<file path="src/rtl/load_store_unit.sv">
// Load/store unit between the MIPS datapath and a word-addressed data memory.
// Optional macro LSU_MISALIGN_TRAP_EN: when defined misaligned half/word requests fault,
// otherwise they are force-aligned and proceed.
module load_store_unit #(
  parameter int unsigned WORD_AW   = 10,
  parameter logic [31:0] BASE_ADDR = 32'h0000_0000
) (
  input  logic               clock,
  input  logic               reset_n,
  input  logic               req_valid,
  output logic               req_ready,
  input  logic               req_we,
  input  logic [1:0]         req_size,
  input  logic               req_unsigned,
  input  logic [31:0]        req_addr,
  input  logic [31:0]        req_wdata,
  output logic               resp_valid,
  output logic [31:0]        resp_rdata,
  output logic               resp_fault,
  output logic               mem_we,
  output logic [WORD_AW-1:0] mem_addr,
  output logic [31:0]        mem_wd,
  input  logic [31:0]        mem_rd
);

  typedef enum logic [1:0] {
    IDLE   = 2'b00,
    ACCESS = 2'b01,
    WRITE  = 2'b10,
    RESP   = 2'b11
  } state_t;

  localparam logic [32:0] WIN_BYTES = 33'd4 << WORD_AW;
  localparam logic [32:0] WIN_END   = {1'b0, BASE_ADDR} + WIN_BYTES;

  state_t               state_r;
  state_t               next_state_s;
  logic                 we_r;
  logic [1:0]           size_r;
  logic                 uns_r;
  logic [1:0]           off_r;
  logic [31:0]          wdata_r;
  logic                 resp_valid_r;
  logic [31:0]          resp_rdata_r;
  logic                 resp_fault_r;
  logic                 mem_we_r;
  logic [WORD_AW-1:0]   mem_addr_r;
  logic [31:0]          mem_wd_r;

  logic                 accept_s;
  logic                 misalign_s;
  logic [31:0]          aligned_addr_s;
  logic                 in_range_s;
  logic                 fault_s;
  logic [31:0]          offset_s;
  logic [WORD_AW-1:0]   word_idx_s;
  logic                 mem_we_next_s;

  // Big-endian lane pick with sign or zero extension.
  function automatic logic [31:0] lane_extract(input logic [31:0] word, input logic [1:0] size,
                                               input logic [1:0] off, input logic uns);
    logic [4:0]  shift_v;
    logic [7:0]  byte_v;
    logic [15:0] half_v;
    logic [31:0] res_v;
    shift_v = 5'd24 - {off, 3'b000};
    byte_v  = 8'(word >> shift_v);
    half_v  = off[1] ? word[15:0] : word[31:16];
    case (size)
      2'b00:   res_v = uns ? {24'd0, byte_v} : {{24{byte_v[7]}}, byte_v};
      2'b01:   res_v = uns ? {16'd0, half_v} : {{16{half_v[15]}}, half_v};
      default: res_v = word;
    endcase
    return res_v;
  endfunction

  // Replace one big-endian lane of word with the low bits of wdata.
  function automatic logic [31:0] lane_merge(input logic [31:0] word, input logic [31:0] wdata,
                                             input logic [1:0] size, input logic [1:0] off);
    logic [4:0]  shift_v;
    logic [31:0] mask_v;
    logic [31:0] res_v;
    shift_v = 5'd24 - {off, 3'b000};
    mask_v  = 32'h0000_00FF << shift_v;
    case (size)
      2'b00:   res_v = (word & ~mask_v) | ({24'd0, wdata[7:0]} << shift_v);
      2'b01:   res_v = off[1] ? {word[31:16], wdata[15:0]} : {wdata[15:0], word[15:0]};
      default: res_v = wdata;
    endcase
    return res_v;
  endfunction

  assign accept_s   = req_valid && (state_r == IDLE);
  assign req_ready  = (state_r == IDLE);
  assign resp_valid = resp_valid_r;
  assign resp_rdata = resp_rdata_r;
  assign resp_fault = resp_fault_r;
  assign mem_we     = mem_we_r;
  assign mem_addr   = mem_addr_r;
  assign mem_wd     = mem_wd_r;

  // Alignment handling: trap on misalignment, or silently clear the low address bits.
  always_comb begin
    misalign_s     = 1'b0;
    aligned_addr_s = req_addr;
`ifdef LSU_MISALIGN_TRAP_EN
    case (req_size)
      2'b01:   misalign_s = req_addr[0];
      2'b10:   misalign_s = (req_addr[1:0] != 2'b00);
      default: misalign_s = 1'b0;
    endcase
`else
    case (req_size)
      2'b01:   aligned_addr_s = {req_addr[31:1], 1'b0};
      2'b10:   aligned_addr_s = {req_addr[31:2], 2'b00};
      default: aligned_addr_s = req_addr;
    endcase
`endif
  end

  // Window check and word index of the request.
  always_comb begin
    in_range_s = ({1'b0, aligned_addr_s} >= {1'b0, BASE_ADDR}) &&
                 ({1'b0, aligned_addr_s} < WIN_END);
    offset_s   = aligned_addr_s - BASE_ADDR;
    word_idx_s = WORD_AW'(offset_s >> 2);
    fault_s    = (req_size == 2'b11) || misalign_s || !in_range_s;
  end

  // State register.
  always_ff @(posedge clock or negedge reset_n) begin
    if (!reset_n) begin
      state_r <= IDLE;
    end else begin
      state_r <= next_state_s;
    end
  end

  // Next-state logic.
  always_comb begin
    next_state_s = state_r;
    case (state_r)
      IDLE: begin
        if (accept_s) begin
          next_state_s = fault_s ? RESP : ACCESS;
        end else begin
          next_state_s = IDLE;
        end
      end
      ACCESS: begin
        if (we_r && (size_r != 2'b10)) begin
          next_state_s = WRITE;
        end else begin
          next_state_s = RESP;
        end
      end
      WRITE:   next_state_s = RESP;
      RESP:    next_state_s = IDLE;
      default: next_state_s = IDLE;
    endcase
  end

  // Write enable for the coming cycle: ACCESS of a word store, or WRITE of a sub-word store.
  always_comb begin
    mem_we_next_s = 1'b0;
    case (state_r)
      IDLE: begin
        if (accept_s && !fault_s && req_we && (req_size == 2'b10)) begin
          mem_we_next_s = 1'b1;
        end else begin
          mem_we_next_s = 1'b0;
        end
      end
      ACCESS: begin
        if (we_r && (size_r != 2'b10)) begin
          mem_we_next_s = 1'b1;
        end else begin
          mem_we_next_s = 1'b0;
        end
      end
      default: mem_we_next_s = 1'b0;
    endcase
  end

  // Request capture, memory port and response registers.
  always_ff @(posedge clock or negedge reset_n) begin
    if (!reset_n) begin
      we_r         <= 1'b0;
      size_r       <= 2'b00;
      uns_r        <= 1'b0;
      off_r        <= 2'b00;
      wdata_r      <= 32'd0;
      resp_valid_r <= 1'b0;
      resp_rdata_r <= 32'd0;
      resp_fault_r <= 1'b0;
      mem_we_r     <= 1'b0;
      mem_addr_r   <= '0;
      mem_wd_r     <= 32'd0;
    end else begin
      resp_valid_r <= (next_state_s == RESP);
      mem_we_r     <= mem_we_next_s;
      case (state_r)
        IDLE: begin
          if (accept_s) begin
            we_r         <= req_we;
            size_r       <= req_size;
            uns_r        <= req_unsigned;
            off_r        <= aligned_addr_s[1:0];
            wdata_r      <= req_wdata;
            resp_fault_r <= fault_s;
            resp_rdata_r <= 32'd0;
            if (!fault_s) begin
              mem_addr_r <= word_idx_s;
              if (req_we && (req_size == 2'b10)) begin
                mem_wd_r <= req_wdata;
              end
            end
          end
        end
        ACCESS: begin
          if (!we_r) begin
            resp_rdata_r <= lane_extract(mem_rd, size_r, off_r, uns_r);
          end else if (size_r != 2'b10) begin
            // The merged word is written from the register during WRITE.
            mem_wd_r <= lane_merge(mem_rd, wdata_r, size_r, off_r);
          end
        end
        RESP: begin
          resp_fault_r <= 1'b0;
          resp_rdata_r <= 32'd0;
        end
        default: begin
        end
      endcase
    end
  end

endmodule

</file>
<file path="config.mk">
export PLATFORM = sky130hd
export DESIGN_NAME = load_store_unit
export DESIGN_NICKNAME = d
export VERILOG_FILES = /design/src/rtl/load_store_unit.sv
export SDC_FILE = /design/constraint.sdc
export NUM_CORES = 1
export LEC_CHECK = 0
export ABC_CLOCK_PERIOD_IN_PS = 2920
export CORE_MARGIN = 4
export CORE_UTILIZATION = 41
export DETAILED_ROUTE_END_ITERATION = 8
export GPL_ROUTABILITY_DRIVEN = 0
export HOLD_SLACK_MARGIN = 0.15
export PLACE_DENSITY_LB_ADDON = 0.25
export SYNTH_ARGS = -nofsm -noshare
export SYNTH_HDL_FRONTEND = slang
export SYNTH_SLANG_ARGS = --single-unit
</file>
<file path="constraint.sdc">
create_clock -name clock -period 2.92 [get_ports clock]
set_clock_uncertainty 0.05 [all_clocks]
set_input_delay 0.584 -clock clock [delete_from_list [all_inputs] [get_ports clock]]
set_output_delay 0.584 -clock clock [all_outputs]
set_load 0.01 [all_outputs]
</file>
==> run metrics <==
top fanout value on the critical path=8; count of hold-fix buffers inserted at cts=0; overall overflow remaining after global route=0; class of the tightest hold or removal check=in2async; number of antenna violations at the first check in global routing=1; Worst EP arrival=1.91 ns; die width=132 um; netlist area before placement=6290 um^2; Placed Instance Area=8280 um^2; maximum ir drop on the vdd rail=0.644 mV; final critical delay including setup and external delays=2.54 ns; RSZ-0062 raised after global routing=no; power density of the placed cells=between 1000 and 1500 nW/um^2; critical path's slowest cell=sky130_fd_sc_hd__clkdlybuf4s50_1; height of the die=132 um; static leakage=3.78 nW; CP endpoint kind=primary output; cell types occupying the most area after synthesis=sky130_fd_sc_hd__dfrtp_1 (47%), sky130_fd_sc_hd__mux2_2 (9.8%), sky130_fd_sc_hd__mux2_4 (4.1%); fraction of final layout cells with drive strength greater than 1=between 15 and 20%; Switching Power=about 3.7 mW; final instance area=around 8900 um^2; Pint=approximately 6.2 mW; number of vias after detailed routing=5549; number of synthesized flops with an enable pin=0; number of I/O pins=181; Fin Hold WS=0.203 ns; final count of hold timing violations=0; row count=45; largest net degree at the start of global routing=58; number of nets still failing antenna checks after routing=0; number of buffers inserted during clock tree synthesis=17; highest cell delay on the worst timing path=0.62 ns; maximum capacitance violations=0; YS warnings=0; HPWL reported at the end of detailed placement=14700 um; pre-CTS setup slack=0.0147 ns; first-pass detailed-route iteration total=6; Core Region=15100 um^2; H-tree depth=4; mean cell area of the mapped netlist=roughly 11 um^2; die area=17400 um^2; global routing usage summed across all routing layers=between 20 and 25%; summed negative setup slack over all endpoints=0 ns; number of buffer cells added on primary ports=180; count of mapped cells out of synthesis=592; Top FF cell, synth=sky130_fd_sc_hd__dfrtp_1; via-per-instance ratio=5.75; least setup slack across all paths after layout=0.378 ns; cells resized by post-CTS repair=0; Iteration-0 DRC Markers=443; post-synthesis sequential area ratio=46.6%; top-area cell type share of the netlist area=a little under half; remaining max-slew budget at the tightest pin=between 40% and 50%; first-pass GRT wire length=31100 um; CTS tree=yes; portion of total power attributed to the clock network=21.7%; Final Max Slew Viols=0; Worst Path Required=2.29 ns; startpoint class of the critical path=register; clock transition time at the flip-flop clock pins of the worst setup and hold paths=approximately 0.050 ns; Sinks on Clock Net=between 100 and 150; P&R area growth vs syn=41.3%; period utilisation layout=87.0%; Register-to-Register Setup Slack=0.45 ns; count of endpoints failing setup in the final report=0; total wirelength of the detailed-routed design=19700 um; Gate power share=47.9%; most frequent cells after synthesis=sky130_fd_sc_hd__dfrtp_1 (117), sky130_fd_sc_hd__mux2_2 (55), sky130_fd_sc_hd__nand2_1 (47), sky130_fd_sc_hd__nor2_1 (44), sky130_fd_sc_hd__clkbuf_1 (35); series of cell instances along the critical path=inv_1 > ha_1 > clkdlybuf4s50_1; critical path start-end classification=reg2out; root buf cell=sky130_fd_sc_hd__clkbuf_16; number of remaining DRC errors=0; net count reported at finish=approximately 870; unique cell type count in the Yosys netlist=about 50; status=completed; vias in the first global route=about 5.7k; part of the power in registers=30.4%; leading area contributor after synthesis=sky130_fd_sc_hd__dfrtp_1; syn nets=702; maximum clock frequency=393 MHz; worst-skew pair later-pin latency=0.41 ns; share of flip-flops with an asynchronous set or reset=100%; initial cell density of the core=41.7%; switching part of the total power=between 30% and 40%; Worst-Margin Slew=0.777 ns; top-count cell post-synth=sky130_fd_sc_hd__dfrtp_1; average wire per cell in the routed design=20.4 um; buffer depth of the longest clock path=2; number of fillers in the final layout=1253; #FFs+latches synth=117; postcts setup bufs=0
[registers in the layout, summed over array words and instances (netlist names), 2 cells and up]
register / cells
size_r: 2
off_r: 2
mem_wd: 32
wdata_r: 32
mem_addr: 10
resp_rdata: 32
state_r: 2
[critical path, delay by kind of cell (launching register included)]
kind	cells	cell delay, ns
buf+inv	2	0.72
flops	1	0.42
fa+ha+maj	1	0.36
[stage by stage]
stage	utilization, %	power (mW)	cells
CTS	58.9	9.91	964
finish	58.9	9.88	965
detailed placement	54.9	7.74	932
global route	58.9	10.5	965
floorplan	-	5.83	592
global placement	54.9	7.61	932
[logic make-up after synthesis]
group	Yosys count	synth area share (%)
flip-flops	117	46.6
AND/OR/NAND/NOR	157	12.0
adder cells (fa/ha/maj)	7	1.39
multiplexers	89	16.8
buffers and inverters	72	5.03
AO/OA/AOI/OAI	150	18.2
[path summary, 6_finish.rpt]
check / depth (start not counted) / to / start
max in group asynchronous: 2 / wdata_r[17]$_DFFE_PN0P_ / reset_n
max reg2reg: 6 / mem_wd[14]$_DFFE_PN0P_ / off_r[1]$_DFFE_PN0P_
min in group clock: 2 / resp_rdata[7]$_DFFE_PN0P_ / resp_rdata[7]$_DFFE_PN0P_
max: 3 / req_ready / state_r[0]$_DFF_PN0_
min: 1 / mem_wd[18]$_DFFE_PN0P_ / reset_n
min reg2reg: 2 / resp_rdata[7]$_DFFE_PN0P_ / resp_rdata[7]$_DFFE_PN0P_
[placed cells by master, fill, tap and decap left out, drive strengths merged, types with 8 or more instances in the layout]
cell type	n
a21oi	14
nand2	47
a41oi	8
inv	23
nand2b	14
a221o	16
nor2	45
clkbuf	22
nor2b	10
clkdlybuf4s50	179
a221oi	8
mux2	72
a32o	14
nand3	14
dfrtp	117
o22ai	8
a31oi	8
buf	22
mux2i	16
a211oi	8
a32oi	13
o21ai	32
nor3	11
[area by class of cell]
class	instances	area, um^2	share of cell area (%)
Antenna cell	1	2.50	0.0282
Clock buffer	22	474	5.34
Clock inverter	10	128	1.44
Inverter	23	86.3	0.972
Multi-Input combinational cell	403	3050	34.3
Sequential cell	117	2930	33.0
Tap cell	188	235	2.65
Timing Repair Buffer	201	1980	22.3
[routing by layer]
layer,wire length [um],global-route usage (%),vias up
met1,8310,29.3,2721
li1,-,-,2536
met3,1610,6.45,32
met4,507,8.52,0
met2,9270,35.6,260
met5,0,0,-
[power by group through the flow]
stage | sequential (mW) | combinational (mW) | clock (mW)
floorplan | 2.95 | 2.89 | 0
global placement | 2.99 | 4.63 | 0
detailed placement | 3.01 | 4.73 | 0
CTS | 3.00 | 4.75 | 2.17
global route | 3.08 | 5.13 | 2.24
finish | 3.00 | 4.74 | 2.14
Power figures use the tool's default switching activity.
